$ cat src/rtl/register_file_param.sv
`default_nettype none
// ============================================================================
//  Module      : register_file_param
//  Description : Parametrised datapath register file. DEPTH x WIDTH storage
//                with one write port, two registered read ports sharing a
//                read enable and output-valid flag, write-first bypass,
//                synchronous bulk clear, and a per-register written mask.
//                Optional build macro REGFILE_ZERO_REG_EN hardwires
//                register 0 to zero.
//  Revision    : 1.0 - initial parametrised release
// ============================================================================
module register_file_param #(
  parameter int  WIDTH = 16,
  parameter int  DEPTH = 8,
  localparam int AW    = $clog2(DEPTH)
) (
  input  logic             CLK,
  input  logic             RST,
  input  logic             WE,
  input  logic [AW-1:0]    W1,
  input  logic [WIDTH-1:0] Din,
  input  logic             CLR,
  input  logic             RE,
  input  logic [AW-1:0]    num_R1,
  input  logic [AW-1:0]    num_R2,
  output logic [WIDTH-1:0] Dout_1,
  output logic [WIDTH-1:0] Dout_2,
  output logic             Dout_valid,
  output logic [DEPTH-1:0] Written
);

  // Upper bound used for range checks; one extra bit so that DEPTH itself
  // is representable when DEPTH is a power of two.
  localparam logic [AW:0] DEPTH_LIM = DEPTH[AW:0];

`ifdef REGFILE_ZERO_REG_EN
  localparam bit ZERO_REG = 1'b1;
`else
  localparam bit ZERO_REG = 1'b0;
`endif

  // Storage view assembled from the per-entry registers below
  logic [WIDTH-1:0] rf [DEPTH];
  logic [DEPTH-1:0] written_q;

  // Registered read results
  logic [WIDTH-1:0] dout_1_q;
  logic [WIDTH-1:0] dout_2_q;
  logic             dout_valid_q;

  // Address qualification
  logic             w1_in_range;
  logic             r1_in_range;
  logic             r2_in_range;
  logic             w1_is_zero_reg;
  logic             r1_is_zero_reg;
  logic             r2_is_zero_reg;

  // Effective write strobe and its one-hot decode
  logic             wr_en;
  logic [DEPTH-1:0] wr_sel;

  // Next read data for each port, bypass and clear already applied
  logic [WIDTH-1:0] rd_1;
  logic [WIDTH-1:0] rd_2;

  assign w1_in_range = ({1'b0, W1}     < DEPTH_LIM);
  assign r1_in_range = ({1'b0, num_R1} < DEPTH_LIM);
  assign r2_in_range = ({1'b0, num_R2} < DEPTH_LIM);

  // With the zero register enabled, index 0 is neither writable nor
  // readable; it behaves as a constant zero source.
  assign w1_is_zero_reg = ZERO_REG && (W1     == '0);
  assign r1_is_zero_reg = ZERO_REG && (num_R1 == '0);
  assign r2_is_zero_reg = ZERO_REG && (num_R2 == '0);

  // Clear wins over a concurrent write, so the write is dropped entirely.
  assign wr_en = WE && !CLR && w1_in_range && !w1_is_zero_reg;

  // One-hot write select derived from the qualified write strobe
  always_comb begin
    wr_sel = '0;
    for (int i = 0; i < DEPTH; i++) begin
      wr_sel[i] = wr_en && (W1 == AW'(i));
    end
  end

  // Each entry is an independent register with its own written flag
  generate
    for (genvar i = 0; i < DEPTH; i++) begin : g_entry
      logic [WIDTH-1:0] data_q;
      logic             wr_flag_q;

      // Entry storage: reset/clear to zero, load on its write select
      always_ff @(posedge CLK or posedge RST) begin
        if (RST) begin
          data_q    <= '0;
          wr_flag_q <= 1'b0;
        end else if (CLR) begin
          data_q    <= '0;
          wr_flag_q <= 1'b0;
        end else if (wr_sel[i]) begin
          data_q    <= Din;
          wr_flag_q <= 1'b1;
        end
      end

      assign rf[i]        = data_q;
      assign written_q[i] = wr_flag_q;
    end
  endgenerate

  // Port 1 read mux: zero when clearing, out of range or zero register;
  // otherwise write-first bypass of same-edge data, else stored value.
  always_comb begin
    rd_1 = '0;
    if (!CLR && r1_in_range && !r1_is_zero_reg) begin
      if (wr_en && (W1 == num_R1)) begin
        rd_1 = Din;
      end else begin
        rd_1 = rf[num_R1];
      end
    end
  end

  // Port 2 read mux, identical policy to port 1
  always_comb begin
    rd_2 = '0;
    if (!CLR && r2_in_range && !r2_is_zero_reg) begin
      if (wr_en && (W1 == num_R2)) begin
        rd_2 = Din;
      end else begin
        rd_2 = rf[num_R2];
      end
    end
  end

  // Output registers: capture on RE, otherwise hold; valid mirrors RE
  always_ff @(posedge CLK or posedge RST) begin
    if (RST) begin
      dout_1_q     <= '0;
      dout_2_q     <= '0;
      dout_valid_q <= 1'b0;
    end else begin
      dout_valid_q <= RE;
      if (RE) begin
        dout_1_q <= rd_1;
        dout_2_q <= rd_2;
      end
    end
  end

  assign Dout_1     = dout_1_q;
  assign Dout_2     = dout_2_q;
  assign Dout_valid = dout_valid_q;
  assign Written    = written_q;

endmodule
`default_nettype wire

$ cat config.mk
export PLATFORM = sky130hd
export DESIGN_NAME = register_file_param
export DESIGN_NICKNAME = d
export VERILOG_FILES = /design/src/rtl/register_file_param.sv
export SDC_FILE = /design/constraint.sdc
export NUM_CORES = 1
export LEC_CHECK = 0
export ABC_AREA = 1
export ABC_CLOCK_PERIOD_IN_PS = 7400
export BUFFER_PORTS_ARGS = -buffer_cell sky130_fd_sc_hd__buf_2
export CAP_MARGIN = 25
export CELL_PAD_IN_SITES_DETAIL_PLACEMENT = 0
export CELL_PAD_IN_SITES_GLOBAL_PLACEMENT = 1
export CORE_MARGIN = 3
export CORE_UTILIZATION = 35
export DETAILED_ROUTE_END_ITERATION = 10
export PLACE_DENSITY_LB_ADDON = 0.1
export RECOVER_POWER = 25
export SYNTH_ARGS = -nofsm -noshare
export SYNTH_HDL_FRONTEND = slang
export SYNTH_SLANG_ARGS = --single-unit
$ cat constraint.sdc
create_clock -name CLK -period 7.4 [get_ports CLK]
set_input_delay 1.85 -clock CLK [delete_from_list [all_inputs] [get_ports CLK]]
set_output_delay 1.85 -clock CLK [all_outputs]
set_load 0.02 [all_outputs]
Yosys cells after proc, flatten, opt, wreduce, memory -nomap -nowiden
Cells that the tools add are included.
{ "totals": {"ff_bits": 169, "in_bits": 30, "out_inout_bits": 41, "word_cells": 95} }
{ "classes": {"magnitude_cmp": 2, "eq_ne": 9, "muxes": 42, "n_bitwise": 2, "n_reduce_logical": 21} }
{ "op_table": {"columns": ["cell", "count"], "rows": [
  ["2-to-1 mux 16 bit", 24],
  ["binary-select mux 16 bit (select 3 bit)", 2],
  ["2-to-1 mux 1 bit", 16],
  ["nonzero test 2 bit", 8],
  ["equality test 3 bit (second input constant)", 4],
  ["logical AND 1 bit", 11],
  ["greater-or-equal comparator 4 bit (second input constant)", 2],
  ["inverter 3 -> 4 bit", 2],
  ["equality test 3 x 2 -> 1 bit (second input constant)", 2],
  ["equality test 3 bit", 2],
  ["equality test 3 x 1 -> 1 bit (second input constant)", 1],
  ["logical NOT 3 bit", 1],
  ["logical NOT 1 bit", 1]
]} }

Longest topological paths before layout
Gate-level depths: netlist (run 1).
{ "logic_depth": {"ltp_word": 6, "ltp_mapped": 11, "depth_no_buf": 9} }

Least setup slack after synthesis (run 1)
OpenSTA, ideal clock, no wires.
{ "synth_timing": {"path_kind": "input -> register", "from": "in CLR", "to": "reg g_entry[0].data_q[0]", "t_arrival_ps": 2794, "t_required_ps": 7284, "setup_slack_ps": 4490, "path_stages": 10, "path_buffers": 2, "path_cell_list": "buf_6 nor2_4 inv_2 nor2_4 nand2_1 nand2_2 inv_2 buf_6 nand2_1 nand2_1"} }
{ "synth_between": {"elab_chain_cells": 4} }
{ "synth_rtl": {"columns": ["item", "line", "text"], "rows": [
  ["start, declared", "22", "input logic CLR,"],
  ["logical NOT 1 bit", null, null],
  ["logical AND 1 bit", "78", "assign wr_en = WE && !CLR && w1_in_range && !w1_is_zero_reg;"],
  ["logical AND 1 bit", "84", "wr_sel[i] = wr_en && (W1 == AW'(i));"],
  ["nonzero test 2 bit (no source line)", null, null],
  ["end signal, assigned", "103", "data_q <= Din;"],
  ["end, declared", "91", "logic [WIDTH-1:0] data_q;"]
]} }
Parallel ways exist; a longest one is shown, timed or not.
A chain may end at the register's enable or synchronous reset.

Worst setup path in the final report (run 1)
{ "layout_timing": {"from": "in num_R2[0]", "to": "reg dout_2_q[8] (netlist: Dout_2[8])"} }
{ "layout_between": {"elab_chain_cells": 6} }
{ "layout_rtl": {"columns": ["item", "line", "text"], "rows": [
  ["start, declared", "25", "input logic [AW-1:0] num_R2,"],
  ["inverter 3 -> 4 bit (implied by the code)", "133", "rd_2 = rf[num_R2];"],
  ["binary-select mux 16 bit (select 3 bit)", "133", null],
  ["2-to-1 mux 16 bit (implied by the code) (2 in a row)", "133", null],
  ["2-to-1 mux 16 bit *", "130", "if (wr_en && (W1 == num_R2)) begin"],
  ["2-to-1 mux 16 bit *", "129", "if (!CLR && r2_in_range && !r2_is_zero_reg) begin"],
  ["end signal, assigned", "148", "dout_2_q <= rd_2;"],
  ["end, declared", "48", "logic [WIDTH-1:0] dout_2_q;"]
]} }
Mark *: on every way between the ends. The rest lies on a longest branch, timed or not. The select of a mux whose other input is x is not followed.

==> results of run 1 <==
routing by layer:
layer	wire length, um	part of all wire
met5	0	0
met4	340	0.0095
met3	2347	0.065
met2	15390	0.43
met1	17800	0.50
flip-flops by register name, summed over array words and instances (netlist names):
signal,flops
Dout_valid,1
Dout_2,16
g_entry.data_q,128
g_entry.wr_flag_q,8
Dout_1,16
layout make-up:
| type | instances | area [um^2] | share of cell area |
|---|---|---|---|
| clock inverters | 12 | 116.4 | 0.01089 |
| inverters | 64 | 244.0 | 0.02283 |
| flip-flops and latches | 169 | 4229 | 0.3957 |
| multi-input cells | 1095 | 4726 | 0.4422 |
| clock buffers | 19 | 442.9 | 0.04144 |
| repair buffers | 83 | 464.2 | 0.04343 |
| well taps | 372 | 465.4 | 0.04355 |
cell usage in the layout, fill, tap and decap left out, drive strengths merged:
cell type  count
nand3        370
o21ai          8
nand2        688
clkbuf        20
dfrtp        169
nor2          29
inv           66
bufinv         1
clkinvlp       3
buf           82
clkinv         6
through the flow:
stage | setup WS, ps | hold WS [ps] | total power, W | instances
2_1_floorplan | 974.9 | 450.9 | 0.001343 | 1430
3_3_place_gp | 2857 | 457.1 | 0.001475 | 1782
3_5_place_dp | 2832 | 460.1 | 0.001477 | 1782
4_1_cts | 3284 | 480.3 | 0.002364 | 1813
5_1_grt | 3075 | 500.0 | 0.002459 | 1814
6_report | 3229 | 473.9 | 0.002344 | 1814
report_power, final:
group          switching (W)  total [W]  internal (W)
Sequential         0.0000554    0.00105      0.000996
Clock               0.000406   0.000882      0.000475
Combinational       0.000295   0.000411      0.000116
Total               0.000757    0.00234       0.00159
kinds of logic after synthesis:
group                  Yosys count
AOI/OAI and AO/OA                8
buffers and inverters          166
DFF                            169
and+or+nand+nor               1087
synth_stat cells:
cell type,number
buf_2,35
o21ai_0,8
nand3_4,2
inv_1,58
nand3_1,368
buf_1,11
buf_4,17
nand2_4,5
inv_2,6
buf_6,12
nand2_1,673
nor2_4,7
nand2_2,10
clkbuf_1,27
nor2_1,22
dfrtp_1,169
worst max-delay path: cells and delay by family:
family	cells	cell delay, ps
and+or+nand+nor	7	1470
buffers and inverters	3	1180
final timing paths:
kind	cells past startpoint	end	from	slack, ps
setup / recovery	10	Dout_2[8]$_DFFE_PP0P_	num_R2[0]	3230
hold / removal	2	Dout_2[2]$_DFFE_PP0P_	Dout_2[2]$_DFFE_PP0P_	470
setup reg to reg	6	Dout_2[4]$_DFFE_PP0P_	g_entry[7].data_q[4]$_DFFE_PP0P_	6220
hold reg to reg	2	Dout_2[2]$_DFFE_PP0P_	Dout_2[2]$_DFFE_PP0P_	470
max in group asynchronous	3	g_entry[7].data_q[12]$_DFFE_PP0P_	RST	3880
min in group asynchronous	2	Dout_2[3]$_DFFE_PP0P_	RST	1980
==> flow_summary.json, run 1 <==
{
  "status": "finished, violations left",
  "violations": "capacitance limit, slew limit",
  "design.core.area_mm2": 0.02718,
  "synth_compound_area_frac": 0.004097,
  "power_density_mw_per_mm2": 219.3,
  "drc_errors": 0,
  "cts_buffers": 17,
  "drv_slew": 48,
  "grt_first_pass_wirelength_um": 56100,
  "fin_util": 0.3933,
  "synth_top_area_share": 0.4327,
  "cts_sinks": 169,
  "fill_cells": 2991,
  "synth-simple-area-share": 0.4792,
  "num_vias": 9435,
  "worstSkewPairLatency_ps": 430,
  "clk_path_buf_depth": 2,
  "yosysWarningCount": 0,
  "grt_use_met3": 0.03601,
  "irDropWorstVdd_mv": 0.1433,
  "dr.pass1.iters": 5,
  "antenna_cells": 0,
  "grt_max_degree": 80,
  "htree_levels": 4,
  "grt_use_met2": 0.3536,
  "synth_top_family_by_area": "simple AND/OR/NAND/NOR gates",
  "yosys.area_share.adder": 0,
  "cpMaxStageDelayCell": "buf_4",
  "cts_setup_buffers": 0,
  "synth_area_leaders": "dfrtp_1 (43%), nand2_1 (26%), nand3_1 (19%), inv_1 (2.2%), buf_2 (1.8%)",
  "viasPerCell": 5.201,
  "syn_area_mm2": 0.009773,
  "chipHeight_um": 173.1,
  "arrival_ps": 4540,
  "path_class": "in2reg",
  "end_kind": "register",
  "rsz0062_at_grt": "no",
  "synth_cell_type_count": 16,
  "ctsResizeCount": 0,
  "postCtsHoldBufs": 0,
  "routabilityCongestion": 0.7957,
  "final.setup.tns_ps": 0,
  "start_util": 0.3596,
  "grt-busiest-layer": "met1",
  "ant_nets": 0,
  "grt_pass1_vias": 8914,
  "nNetsFinal": 1460,
  "routed_wl_um": 35880,
  "track_usage": 0.2399,
  "cts_root_buf": "clkbuf_16",
  "clock-skew-final_ps": 10.25,
  "fin_area_mm2": 0.01069,
  "portBuffers": 70,
  "hold_class": "reg2reg",
  "syn_to_final_growth_pct": 9.359,
  "cp-start-kind": "primary input",
  "critPathMostFrequentCell": "nand2_1",
  "cts.clk_slew.worst_paths_ps": 70,
  "dp_hpwl_um": 21850,
  "postSynthCellCount": 1430,
  "drive_gt1_frac": 0.1019,
  "worst-endpoint-required_ps": 7770,
  "ioPinCount": 71,
  "slowest_delay_ps": 640,
  "die_area_mm2": 0.02996,
  "synth.area.mux_share": 0,
  "synth_nets": 1460,
  "dr.first_iter.drc_count": 918,
  "wire_per_inst_um": 19.78,
  "setup_viol": 0,
  "syn_avg_cell_area_um2": 6.834,
  "ys_ff_latch": 169,
  "synth_xor_area_frac": 0,
  "die_x_um": 173.1,
  "ys_seq_area_frac": 0.4327,
  "finalHoldViolCount": 0,
  "cp_max_fo": 65,
  "crit_chain": "buf_2, buf_4, inv_2, nand2_1, nand2_1, nor2_4, nand2_2, nand3_1, nand2_1, nand2_1",
  "min_period_over_period": 0.5636,
  "antenna_found_initial": 0,
  "cts_tree": "done",
  "grt-ovfl-total": 0,
  "fin_crit_ps": 4171,
  "slew_headroom": -0.4583,
  "yosysTopAreaCell": "dfrtp_1",
  "leakagePower_nw": 5.747,
  "worstMarginPinSlew_ps": 2176,
  "max_freq_ghz": 0.2398,
  "grt_use_met1": 0.3727,
  "row_count": 60,
  "max_cap_viol_count": 1,
  "dpl_cell_area_mm2": 0.01011
}
Note: power is estimated with default switching activity, not from simulation.
==> inputs of run 2 (changes only) <==
Settings changed: ABC_CLOCK_PERIOD_IN_PS 7400 to 4400.
Clock period 7.4 ns to 4.4 ns, I/O delays scaled along.
==> run 2 against run 1 <==
  * The run still ends with capacitance limit, slew limit left
  * Core utilization grew 0.21 points
  * Worst setup slack lost 1900 ps
  * Clock power grew 76%
  * Global-route usage grew 1.8 points
  * Critical path type is now in2async
  * Final cell count grew 0.28%
  * Sequential share of layout area shrank 0.21 points
  * Largest cell class unchanged
  * Clock-buffer cell count grew 1
  * Power grew 72%
  * Non-clock buffer count grew 4
  * Critical endpoint is now g_entry[3].data_q[7]$_DFFE_PP0P_
  * Critical path depth shrank 7
  * Worst hold slack is essentially flat
==> flow_summary.json, run 2 (synthesis results as in run 1) <==
{
  "r2r_slack_ps": 3180,
  "cts_sinks": 169,
  "fin_cells": 1819,
  "violations": "capacitance limit, slew limit",
  "cp-start-kind": "primary input",
  "postCtsHoldBufs": 0,
  "ioPinCount": 71,
  "dr.first_iter.drc_count": 1091,
  "track_usage": 0.2576,
  "design.core.area_mm2": 0.02718,
  "routed_wl_um": 38350,
  "num_vias": 9529,
  "grt-ovfl-total": 0,
  "htree_levels": 4,
  "worst-endpoint-required_ps": 4490,
  "status": "finished, violations left",
  "critical_path.top_delay_family": "buffers and inverters",
  "cts_root_buf": "clkbuf_16",
  "irDropWorstVdd_mv": 0.2413,
  "ant_nets": 0,
  "final_common_cell": "nand2_1",
  "grt_first_pass_wirelength_um": 59330,
  "clock-skew-final_ps": 12.45,
  "die_area_mm2": 0.02996,
  "crit_chain": "buf_2, clkinvlp_2, clkbuf_2",
  "worstSkewPairLatency_ps": 440,
  "r2r-end": "Dout_2[5]$_DFFE_PP0P_",
  "power_density_mw_per_mm2": 375.3,
  "dp_hpwl_um": 23100,
  "cts_buffers": 17,
  "cts.clk_slew.worst_paths_ps": 70,
  "wire_per_inst_um": 21.08,
  "rr_worst_depth": 6,
  "portBuffers": 70,
  "path_class": "in2async",
  "nNetsFinal": 1464,
  "top_register": "g_entry.data_q",
  "min_period_over_period": 0.7087,
  "viasPerCell": 5.239,
  "min_to": "Dout_2[8]$_DFFE_PP0P_",
  "drv_slew": 81,
  "drc_errors": 0,
  "hold_class": "reg2reg",
  "cts_tree": "done",
  "hold_depth": 2,
  "final_cell_mix": "nand2_1 (673), nand3_1 (368), dfrtp_1 (169)",
  "dpl.cell_count": 1787,
  "leakagePower_nw": 5.784,
  "fin_crit_ps": 3118,
  "slowest_delay_ps": 1580,
  "max_cap_viol_count": 1,
  "chipHeight_um": 173.1,
  "routabilityCongestion": 0.8088,
  "cp_max_fo": 80,
  "clk_path_buf_depth": 2,
  "antenna_found_initial": 1,
  "arrival_ps": 3210,
  "fill_cells": 2961,
  "antenna_cells": 0,
  "grt_pass1_vias": 9091,
  "max_freq_ghz": 0.3207,
  "holdWs_ps": 473.6,
  "die_x_um": 173.1,
  "slew_headroom": -0.4737,
  "min_from": "Dout_2[8]$_DFFE_PP0P_",
  "setup_viol": 0,
  "cts_setup_buffers": 0,
  "row_count": 60,
  "ctsResizeCount": 0,
  "cp.buffers_inverters": 3,
  "grt_max_degree": 101,
  "r2r-start": "g_entry[7].data_q[5]$_DFFE_PP0P_",
  "start_util": 0.3596,
  "finalHoldViolCount": 0,
  "worstMarginPinSlew_ps": 2211,
  "drive_gt1_frac": 0.1050,
  "final.setup.tns_ps": 0,
  "cpMaxStageDelayCell": "clkbuf_2",
  "largest_reg_flops": 128,
  "end_kind": "asynchronous set/reset pin",
  "syn_to_final_growth_pct": 9.947,
  "dr.pass1.iters": 7,
  "rsz0062_at_grt": "no"
}
run 2: how the worst max path moves through the flow:
stage / startpoint / end / slack, ps / depth (start not counted)
after floorplan: RST / Dout_1[0]$_DFFE_PP0P_ / 1150 / 1
after global placement: num_R1[2] / Dout_1[11]$_DFFE_PP0P_ / 1310 / 9
after detailed placement: num_R1[2] / Dout_1[7]$_DFFE_PP0P_ / 1250 / 9
after CTS: num_R1[2] / Dout_1[7]$_DFFE_PP0P_ / 1700 / 9
after global routing: RST / g_entry[3].data_q[7]$_DFFE_PP0P_ / 880 / 3
final: RST / g_entry[3].data_q[7]$_DFFE_PP0P_ / 1280 / 3
run 2: layout make-up:
class                   count  area, um^2  share of cell area
multi-input cells        1095        4726              0.4398
flip-flops and latches    169        4229              0.3936
repair buffers             87       500.5             0.04658
well taps                 372       465.4             0.04332
clock buffers              20       446.7             0.04157
inverters                  64       244.0             0.02271
clock inverters            12       133.9             0.01246
run 2: worst reg2reg max path: cells and delay by family (launching register included):
kind	cells	cell delay [ps]
flops	1	390
simple gates	6	740
run 2: through the flow:
stage	utilization	power, W	setup slack, ps	instance area (um^2)
floorplan	-	0.002260	1145	9777
global placement	0.3747	0.002502	1309	10180
detailed placement	0.3747	0.002504	1247	10180
CTS	0.3960	0.004060	1698	10760
global route	0.3954	0.004212	880.1	10750
finish	0.3954	0.004033	1282	10750
run 2: per-layer routing:
layer	GRT usage	share of wire
met1	0.4017	0.49
met2	0.3579	0.41
met3	0.05270	0.080
met4	0.06926	0.018
met5	0	0.00021
run 2: where the power goes:
part	leakage [nW]	switching [W]	internal, W
sequential	2.22	0.0000965	0.00168
clock	0.286	0.000735	0.000819
combinational	3.28	0.000511	0.000196
==> inputs of run 3 (changes only) <==
Settings changed: ABC_CLOCK_PERIOD_IN_PS 4400 to 2700.
Clock period 4.4 ns to 2.7 ns, I/O delays scaled along.
==> run 3 against run 2 <==
  * The flow now finishes without violations
  * Design area increased by 2.4%
  * Sequential power is 63% higher
  * Clock power rose by 53%
  * Sequential share of layout area is 0.93 points lower
  * Worst hold slack got worse by 150 ps
  * Combinational power is 65% higher
  * Via count fell by 0.16%
  * Core utilization rose by 0.96 points
  * Highest routed layer is now met4
==> flow_summary.json, run 3 (synthesis results as in run 1) <==
{
  "status": "completed",
  "chipHeight_um": 173.1,
  "routabilityCongestion": 0.8460,
  "num_vias": 9514,
  "cp_max_fo": 20,
  "leakagePower_nw": 5.926,
  "htree_levels": 4,
  "cpMaxStageDelayCell": "clkbuf_1",
  "top_register": "g_entry.data_q",
  "dpl_cell_area_mm2": 0.01051,
  "portBuffers": 70,
  "cts_tree": "done",
  "dr.first_iter.drc_count": 918,
  "pre_cts_slack_ps": 499.5,
  "largest_reg_flops": 128,
  "max_cap_viol_count": 0,
  "dp_hpwl_um": 24260,
  "grt_first_pass_wirelength_um": 56350,
  "die_x_um": 173.1,
  "worstSkewPairLatency_ps": 440,
  "cts_setup_buffers": 0,
  "drc_errors": 0,
  "grt_max_degree": 65,
  "critical_path.top_delay_family": "buffers and inverters",
  "fin_area_mm2": 0.01101,
  "grt-ovfl-total": 0,
  "viasPerCell": 5.129,
  "rsz0062_at_grt": "no",
  "start_util": 0.3596,
  "syn_to_final_growth_pct": 12.61,
  "cts.clk_slew.worst_paths_ps": 80,
  "dr_wl_met3_um": 2378,
  "row_count": 60,
  "ant_nets": 0,
  "max_freq_ghz": 0.5521,
  "top_layer_used": "met4",
  "fin_crit_ps": 1811,
  "grt_pass1_vias": 8985,
  "worst-endpoint-required_ps": 3070,
  "nNetsFinal": 1501,
  "design.core.area_mm2": 0.02718,
  "final_common_cell": "nand2_1",
  "path_class": "in2async",
  "routed_wl_um": 35480,
  "end_kind": "asynchronous set/reset pin",
  "worst_slack_ps": 888.7,
  "postCtsHoldBufs": 0,
  "worstMarginPinSlew_ps": 1153,
  "clk_path_buf_depth": 2,
  "cts_buffers": 17,
  "cts_root_buf": "clkbuf_16",
  "die_area_mm2": 0.02996,
  "min_period_over_period": 0.6709,
  "r2r-start": "g_entry[7].data_q[0]$_DFFE_PP0P_",
  "setup_viol": 0,
  "drv_slew": 0,
  "drive_gt1_frac": 0.1254,
  "dr.pass1.iters": 5,
  "ioPinCount": 71,
  "arrival_ps": 2180,
  "antenna_cells": 0,
  "startpoint": "RST",
  "ctsResizeCount": 0,
  "hold_class": "in2async",
  "wl_met1_um": 17330,
  "power_density_mw_per_mm2": 583.6,
  "wire_per_inst_um": 19.13,
  "antenna_found_initial": 0,
  "cts_sinks": 169,
  "dr_wl_met2_um": 15170,
  "cp-start-kind": "primary input",
  "cp.buffers_inverters": 3,
  "crit_chain": "buf_2, clkinvlp_2, clkbuf_1",
  "slew_headroom": 0.2316,
  "track_usage": 0.2405,
  "irDropWorstVdd_mv": 0.3320,
  "finalHoldViolCount": 0,
  "final_cell_mix": "nand2_1 (673), nand3_1 (368), dfrtp_1 (169)",
  "slowest_delay_ps": 910,
  "clock-skew-final_ps": 19.25
}
run 3: per-stage QoR:
step	hold WS, ps	setup TNS, ps	utilization	cells	total power (W)
detailed placement	459.7	0	0.3867	1824	0.004112
global placement	458.1	0	0.3867	1824	0.004106
CTS	236.6	0	0.4065	1855	0.006483
finish	322.5	0	0.4050	1855	0.006423
floorplan	450.9	-21920	-	1430	0.003683
global route	358.4	0	0.4050	1855	0.006746
run 3: path summary, 6_finish.rpt:
path	end	slack, ps	depth (start not counted)
max	g_entry[3].data_q[12]$_DFFE_PP0P_	890	3
min	Dout_2[5]$_DFFE_PP0P_	320	2
max reg2reg	Dout_1[0]$_DFFE_PP0P_	1500	6
min reg2reg	Dout_1[6]$_DFFE_PP0P_	470	2
max in group CLK	g_entry[5].data_q[9]$_DFFE_PP0P_	940	8
min in group CLK	Dout_valid$_DFF_PP0_	380	1
run 3: report_power, final:
| group | switching, W | internal (W) |
|---|---|---|
| Sequential | 0.000156 | 0.00273 |
| Clock | 0.00116 | 0.00121 |
| Combinational | 0.000812 | 0.000359 |
| Total | 0.00213 | 0.00430 |
run 3: layer usage:
layer / track usage / up-vias
met1: 0.3682 / 4524
met4: 0.05845 / 0
li1: - / 4633
met3: 0.03777 / 42
met2: 0.3541 / 315
met5: 0 / -
run 3: final cells by class:
type | instances | area [um^2]
tap | 372 | 465.4
clock inverter | 12 | 93.84
fill | 2962 | 16170
sequential | 169 | 4229
inverter | 64 | 244.0
clock buffer | 19 | 442.9
timing repair buffer | 124 | 804.5
multi-input combinational | 1095 | 4726
run 3: worst register-to-register path: stages, from the launching register on:
cell and delay [ps]:
dfrtp_1 400, nand2_1 70, nand3_1 80, nand3_1 200, nand3_1 170, nand2_1 120, nand2_1 50
